[src/rtl/axi_common_types_pkg.sv]
// Shared AXI arbitration types and sizes for the write-path slave arbiters.
// Latency: n/a (types, constants and a pointer helper only).
// Backpressure: n/a.
package axi_common_types_pkg;

    localparam int NUM_MASTERS   = 4;
    localparam int MST_IDX_WIDTH = 2;
    localparam int AXI_QOS_WIDTH = 4;

    typedef logic [MST_IDX_WIDTH-1:0] mst_idx_t;
    typedef logic [NUM_MASTERS-1:0]   mst_vec_t;

    // One write transaction walks IDLE -> ADDR -> DATA -> RESP -> IDLE.
    typedef enum logic [1:0] {
        IDLE = 2'd0,
        ADDR = 2'd1,
        DATA = 2'd2,
        RESP = 2'd3
    } arb_state_e;

    // Round-robin step: the index width is exactly log2(NUM_MASTERS), so the add wraps naturally.
    function automatic mst_idx_t idx_step(input mst_idx_t base, input int unsigned k);
        return base + mst_idx_t'(k);
    endfunction

endpackage

[src/rtl/rr_qos_picker.sv]
// Winner selection: round robin from i_ptr, optionally restricted to the highest-QoS requesters (AXI_ARB_QOS_EN).
// Latency: purely combinational, 0 cycles.
// Backpressure: none; the caller decides when the result is used.
module rr_qos_picker
    import axi_common_types_pkg::*;
(
    input  logic [NUM_MASTERS-1:0]                     i_req,
    input  logic [MST_IDX_WIDTH-1:0]                   i_ptr,
`ifdef AXI_ARB_QOS_EN
    input  logic [NUM_MASTERS-1:0][AXI_QOS_WIDTH-1:0]  i_qos,
`endif
    output logic [NUM_MASTERS-1:0]                     o_gnt,
    output logic [MST_IDX_WIDTH-1:0]                   o_idx
);

    mst_vec_t w_elig;

`ifdef AXI_ARB_QOS_EN
    logic [AXI_QOS_WIDTH-1:0] w_max_qos;

    // Highest QoS among active requesters; only those requesters stay eligible.
    always_comb begin
        w_max_qos = '0;
        for (int i = 0; i < NUM_MASTERS; i++) begin
            if (i_req[i] && (i_qos[i] > w_max_qos)) begin
                w_max_qos = i_qos[i];
            end
        end
        for (int i = 0; i < NUM_MASTERS; i++) begin
            w_elig[i] = i_req[i] && (i_qos[i] == w_max_qos);
        end
    end
`else
    assign w_elig = i_req;
`endif

    // First eligible master in the order ptr, ptr+1, ... (mod NUM_MASTERS).
    always_comb begin
        logic     w_found;
        mst_idx_t w_cand;
        o_gnt   = '0;
        o_idx   = '0;
        w_found = 1'b0;
        w_cand  = '0;
        for (int k = 0; k < NUM_MASTERS; k++) begin
            w_cand = idx_step(i_ptr, k);
            if (!w_found && w_elig[w_cand]) begin
                w_found       = 1'b1;
                o_idx         = w_cand;
                o_gnt[w_cand] = 1'b1;
            end
        end
    end

endmodule

[src/rtl/axi_slave_wr_arbiter.sv]
// Single-outstanding AW/W/B write arbiter for one slave; AXI_ARB_QOS_EN adds QoS-first selection.
// Latency: grant registered 1 cycle after a request is seen in IDLE; min 1 IDLE bubble after each B.
// Backpressure: requests seen outside IDLE are held off (not dropped) until the next IDLE cycle.
module axi_slave_wr_arbiter
    import axi_common_types_pkg::*;
(
    input  logic                                       ACLK,
    input  logic                                       ARESETn,
    input  logic [NUM_MASTERS-1:0]                     m_awvalid,
    input  logic                                       s_awready,
    input  logic                                       s_wvalid,
    input  logic                                       s_wready,
    input  logic                                       s_wlast,
    input  logic                                       s_bvalid,
    input  logic                                       s_bready,
`ifdef AXI_ARB_QOS_EN
    input  logic [NUM_MASTERS-1:0][AXI_QOS_WIDTH-1:0]  m_awqos,
`endif
    output logic [NUM_MASTERS-1:0]                     gnt,
    output logic [MST_IDX_WIDTH-1:0]                   gnt_idx,
    output logic                                       aw_en,
    output logic                                       w_en,
    output logic                                       b_en
);

    arb_state_e r_state;
    arb_state_e w_next_state;
    mst_idx_t   r_ptr;
    mst_vec_t   w_pick_gnt;
    mst_idx_t   w_pick_idx;
    logic       w_aw_hs;
    logic       w_w_last_hs;
    logic       w_b_hs;

    // The AW handshake is qualified by the granted master's own AWVALID.
    assign w_aw_hs     = s_awready & m_awvalid[gnt_idx];
    assign w_w_last_hs = s_wvalid & s_wready & s_wlast;
    assign w_b_hs      = s_bvalid & s_bready;

    rr_qos_picker u_picker (
        .i_req (m_awvalid),
        .i_ptr (r_ptr),
`ifdef AXI_ARB_QOS_EN
        .i_qos (m_awqos),
`endif
        .o_gnt (w_pick_gnt),
        .o_idx (w_pick_idx)
    );

    // State register; reset aborts any transaction in flight.
    always_ff @(posedge ACLK) begin
        if (!ARESETn) begin
            r_state <= IDLE;
        end else begin
            r_state <= w_next_state;
        end
    end

    // Next state and the three mutually exclusive channel enables.
    always_comb begin
        w_next_state = r_state;
        aw_en        = 1'b0;
        w_en         = 1'b0;
        b_en         = 1'b0;
        unique case (r_state)
            IDLE: begin
                if (|m_awvalid) w_next_state = ADDR;
            end
            ADDR: begin
                aw_en = 1'b1;
                if (w_aw_hs) w_next_state = DATA;
            end
            DATA: begin
                w_en = 1'b1;
                if (w_w_last_hs) w_next_state = RESP;
            end
            RESP: begin
                b_en = 1'b1;
                if (w_b_hs) w_next_state = IDLE;
            end
            default: w_next_state = IDLE;
        endcase
    end

    // Grant is loaded only from IDLE and cleared on B completion, which also advances the pointer.
    always_ff @(posedge ACLK) begin
        if (!ARESETn) begin
            gnt     <= '0;
            gnt_idx <= '0;
            r_ptr   <= '0;
        end else if ((r_state == IDLE) && (|m_awvalid)) begin
            gnt     <= w_pick_gnt;
            gnt_idx <= w_pick_idx;
        end else if ((r_state == RESP) && w_b_hs) begin
            gnt     <= '0;
            gnt_idx <= '0;
            r_ptr   <= idx_step(gnt_idx, 1);
        end
    end

endmodule

[config.mk]
export PLATFORM = sky130hd
export DESIGN_NAME = axi_slave_wr_arbiter
export DESIGN_NICKNAME = d
export VERILOG_FILES = /design/src/rtl/axi_common_types_pkg.sv /design/src/rtl/rr_qos_picker.sv /design/src/rtl/axi_slave_wr_arbiter.sv
export SDC_FILE = /design/constraint.sdc
export NUM_CORES = 1
export LEC_CHECK = 0
export CAP_MARGIN = 10
export CELL_PAD_IN_SITES_DETAIL_PLACEMENT = 1
export CELL_PAD_IN_SITES_GLOBAL_PLACEMENT = 2
export CORE_MARGIN = 1.5
export CORE_UTILIZATION = 32
export DETAILED_ROUTE_END_ITERATION = 10
export PLACE_DENSITY = 0.93
export SYNTH_ARGS = -nofsm -noshare
export SYNTH_HDL_FRONTEND = slang
export SYNTH_HIERARCHICAL = 1
export SYNTH_SLANG_ARGS = --single-unit
export TNS_END_PERCENT = 1
[constraint.sdc]
create_clock -name ACLK -period 6.1 [get_ports ACLK]
set_input_delay 1.83 -clock ACLK [delete_from_list [all_inputs] [get_ports ACLK]]
set_output_delay 1.83 -clock ACLK [all_outputs]
set_load 0.01 [all_outputs]
Word-level counts from Yosys, hierarchy flattened
Cells that the tools add are included.
W data, S select, Z words.
- memories: 0
- ROM bits: 0
- register bits after elaboration: 10
- logic and storage cells: 90
- memory bits (writable): 0
- latch bits: 0
- output and inout port bits: 9
- input bits: 12
- bitwise gates (word level): 8
- add/subtract/negate cells: 4
- reduce and logical (&&, ||, !) cells: 17
- multipliers: 0
- divide/modulo/power cells: 0
- equal/unequal tests: 7
- multiplexer cells: 41
- shift-type cells: 0
- order comparisons: 9
- operators by type and width (kind ; number):
    $mux W4 ; 6
    $mux W2 ; 10
    $lt A2 B3 Y1 const B ; 5
    $mux W1 ; 15
    $or A4 B4 Y4 ; 3
    $bmux W1 S2 ; 5
    $logic_and A1 B1 Y1 ; 9
    $demux W1 S2 ; 4
    $ge A2 B1 Y1 const B ; 4
    $ne A2 B2 Y1 const B ; 4
    $pmux W2 S4 ; 1
    $add A2 B1 Y2 const B ; 2
    $add A2 B2 Y2 const B ; 2
    $and A1 B1 Y1 ; 4
    $eq A2 B2 Y1 const B ; 2
    $reduce_and A4 Y1 ; 1
    $reduce_or A4 Y1 ; 1
    $logic_not A1 Y1 ; 3
    $eq A2 B1 Y1 const B ; 1
    $logic_not A2 Y1 ; 1
    $reduce_and A2 Y1 ; 1
    $reduce_bool A2 Y1 ; 1
    $not A1 Y1 ; 1

Logic depth before layout (Yosys ltp)
- depth after elaboration: 13
- gate-level depth with buffers: 10
- depth with buffers taken out: 8

Hierarchy
The synthesis kept the hierarchy.
- by module, submodules not included (module ; cells each ; area an instance (um2) ; seq. area each (um2) ; instances):
    axi_slave_wr_arbiter ; 62 ; 565.5 ; 200.2 ; 1
    rr_qos_picker ; 65 ; 489.2 ; 0.0 ; 1

Worst setup path before layout
No wires, ideal clock.
- kind: input to register
- from: input m_awvalid[0]
- to: register gnt[1]
- arrival time: 3189 ps
- required time: 6024 ps
- stages: 7
- setup slack: 2835 ps
- cell sequence: clkbuf_2 -> mux4_2 -> or2_4 -> nor2b_4 -> a221o_2 -> nand2_1 -> a21boi_0
- cells in the longest elaborated chain, start to end: 13
- RTL lines (element ; RTL line ; text):
    start: declaration ; axi_slave_wr_arbiter.sv:9 ; input logic [NUM_MASTERS-1:0] m_awvalid,
    $bmux W1 S2 ; rr_qos_picker.sv:47 ; if (!w_found && w_elig[w_cand]) begin
    $mux W1 (not written as such) ; rr_qos_picker.sv:47 ;
    $mux W1 ; rr_qos_picker.sv:47 ;
    $logic_not A1 Y1 ; rr_qos_picker.sv:47 ;
    $logic_and A1 B1 Y1 ; rr_qos_picker.sv:47 ;
    $mux W1 ; rr_qos_picker.sv:47 ;
    $logic_not A1 Y1 ; rr_qos_picker.sv:47 ;
    $logic_and A1 B1 Y1 ; rr_qos_picker.sv:47 ;
    $mux W1 ; rr_qos_picker.sv:47 ;
    $logic_not A1 Y1 ; rr_qos_picker.sv:47 ;
    $logic_and A1 B1 Y1 ; rr_qos_picker.sv:47 ;
    $mux W4 * ; rr_qos_picker.sv:47 ;
    via w_pick_gnt[1] ; axi_slave_wr_arbiter.sv:29 ; mst_vec_t w_pick_gnt;
    $mux W4 * ; axi_slave_wr_arbiter.sv:91 ; end else if ((r_state == IDLE) && (|m_awvalid)) begin
    end signal: assignment ; axi_slave_wr_arbiter.sv:92 ; gnt <= w_pick_gnt;
    end: declaration ; axi_slave_wr_arbiter.sv:19 ; output logic [NUM_MASTERS-1:0] gnt,
Mark *: on every way through the listed nets, which the timed path passes. The rest lies on a longest branch. The select of a mux whose other input is x is not followed.
A chain may end at the register's enable or synchronous reset.

Worst setup path after layout
- from: input m_awvalid[1]
- to: register gnt[3]
The elaborated chain is that of the path after synthesis.

==> results.tsv <==
metric	value	unit
post-route-min-period	3.823	ns
fin_crit_sh	62.68	%
setup_tns	0	ns
cts_tree	built	
maxCapViolations	0	
worstSetupEndpointType	flip-flop	
critPathMaxStageDelay	0.75	ns
ys_ff_latch	10	
die-area	3649	sq um
hold_class	reg -> reg	
root_buffer	clkbuf_4	
async_reset_ff_share	0	%
fin_cells	186	
worst_slew_margin_rel	51.79	%
worst_path_dominant_cell_family	compound AO/OA/AOI/OAI gates	
drt_iter0_markers	49	
ys_warn_count	6	
final-setup-viol-count	0	
status	finished clean	
yosysTopAreaCell	dfxtp_1	
crit_fanout	14	
grt_first_pass_wirelength	4609	um
htreeDepth	1	
fmax	261.6	MHz
gr-total-overflow	0	
wl	2678	um
post_drt_wl_per_cell	14.40	um
gr-usage-all-layers	16.29	%
critPathKind	in -> reg	
cp_slowest_cell	clkdlybuf4s50_1	
num_rows	20	
die_w	60.41	um
antenna_found_initial	0	
ys_types	41	
synth_area_leaders	dfxtp_1, ha_1, nand2_1	
grt_max_degree	20	
syn_inst	127	
path_cells	clkdlybuf4s50_1 > nor3b_1 > o21ai_0 > o31ai_1 > a221o_2 > nand2_1 > a21boi_0	
vias	1003	
synth-seq-area-share	18.98	%
drive_above_1_share	11.97	%
fp.dieH	60.41	um
critical_path_arrival	4.00	ns
netlist_area	1055	sq um
finalHoldViolations	0	
tightest_slew	0.7222	ns
syn_nets	149	
synth-edff-count	0	
place.gp.congestion	0.7586	
slew_violations	0	
clk_path_buf_depth	2	
layout.nets	165	
syn_area_per_cell	8.305	sq um
hold_buffers	0	
dp.cells	182	
ant_nets	0	
cts_setup_buffers	0	
cts.sinks	10	
cts-buffers-inserted	3	
core	3103	sq um
drc	0	
p_leak	0.4873	nW
required	6.28	ns
crit_buf_inv	1	
clkTransAtPathRegs	0.07	ns
rsz0062_at_grt	false	
worstSetupStartpointType	input port	
port_buffers	20	
post-place-ws	2.032	ns
start_util	33.99	%
p_total	0.0003170	W
diodes	0	
fin_ws	2.277	ns
ioPinCount	21	
clock_latency	0.26	ns
yosysTopAreaCellShare	18.98	%
dp_hpwl	2068	um
p_per_area	245.0	nW/um^2
cts_resized	0	
synth_flop_cell	dfxtp_1	
drt-pass1-iter-count	4	
first_global_vias	1000	
irDropWorstVdd	0.0001701	V
via_per_inst	5.392	
areaGrowthSynthToFinish	22.66	%
fin_skew	0.005390	ns
-- cell families after synthesis --
kind of cell	count (synthesis)	share of synthesized area, %
xor+xnor	1	0.8305
fa+ha+maj	10	11.86
simple gates	50	24.56
compound gates	33	24.91
buf+inv	14	6.761
flops	10	18.98
mux	9	12.10
-- cell usage after synthesis (2+ instances only) --
cell and number:
nand3_1 8, nor3b_1 2, clkbuf_2 3, nand2_1 24
o21ai_0 9, mux2i_1 6, mux4_2 3, inv_1 5
buf_2 3, nor2_1 3, a21boi_0 5, o211a_1 2
a221o_2 4, dfxtp_1 10, a31oi_1 2, and3b_1 2
nand2b_1 3, ha_1 10
-- power breakdown --
group | leakage, nW | switching, W | internal [W]
registers | 0.0816 | 0.0000133 | 0.0000778
logic | 0.385 | 0.0000844 | 0.0000813
clock network | 0.0210 | 0.0000240 | 0.0000362
-- final timing paths --
kind / startpoint / to / slack, ns / cells past startpoint
worst max-delay path: m_awvalid[1] / gnt[3]$_SDFFE_PN0P_ / 2.28 / 7
worst min-delay path: gnt[0]$_SDFFE_PN0P_ / gnt[0]$_SDFFE_PN0P_ / 0.47 / 2
worst max register to register: r_ptr[0]$_SDFFE_PN0P_ / gnt[3]$_SDFFE_PN0P_ / 3.33 / 8
worst min register to register: gnt[0]$_SDFFE_PN0P_ / gnt[0]$_SDFFE_PN0P_ / 0.47 / 2
-- area by class of cell --
cell class,count,area (sq um)
Multi-Input combinational cell,103,783.3
Timing Repair Buffer,20,200.2
Fill cell,395,1809
Sequential cell,10,200.2
Clock buffer,4,36.28
Tap cell,44,55.05
Inverter,5,18.77
-- registers in the layout (all words and copies together), names as in the netlist --
| name | cells |
|---|---|
| r_state | 2 |
| r_ptr | 2 |
| gnt | 4 |
| gnt_idx | 2 |
-- worst register-to-register path: stages (launching register included) --
cell and delay [ns]:
dfxtp_1 0.79, inv_1 0.19, ha_1 0.48, mux4_2 0.41, or2_4 0.30, nor2b_4 0.15
a221o_2 0.16, nand2_1 0.04, a21boi_0 0.16
-- metal layers --
metal | track usage (%) | up-vias | wire length (um)
met5 | 0 | - | 0
met4 | 2.795 | 0 | 0
met3 | 1.493 | 0 | 60
met2 | 28.42 | 25 | 1337
met1 | 22.32 | 483 | 1281
li1 | - | 495 | -
-- cells in the final DEF (no fill, tap or decap), drive strengths merged, types with 2 or more instances in the layout --
cell and count:
mux2i 6, nand3 8, o21ai 9, and3b 2, a21boi 6, clkbuf 4, a221o 4, a31oi 2
nor2 4, nand2 24, nor3b 2, ha 10, mux4 3, clkdlybuf4s50 20, inv 5, nand2b 3
o211a 2, dfxtp 10, or2 2
-- metrics by stage --
| step | utilization, % | hold WS, ns | cell area (sq um) |
|---|---|---|---|
| 2_1_floorplan | - | 0.4709 | 1055 |
| 3_3_place_gp | 40.52 | 0.4585 | 1257 |
| 3_5_place_dp | 40.52 | 0.4642 | 1257 |
| 4_1_cts | 41.69 | 0.4740 | 1294 |
| 5_1_grt | 41.69 | 0.5106 | 1294 |
| 6_report | 41.69 | 0.4662 | 1294 |
No activity file was read; power rests on OpenSTA's default activity.
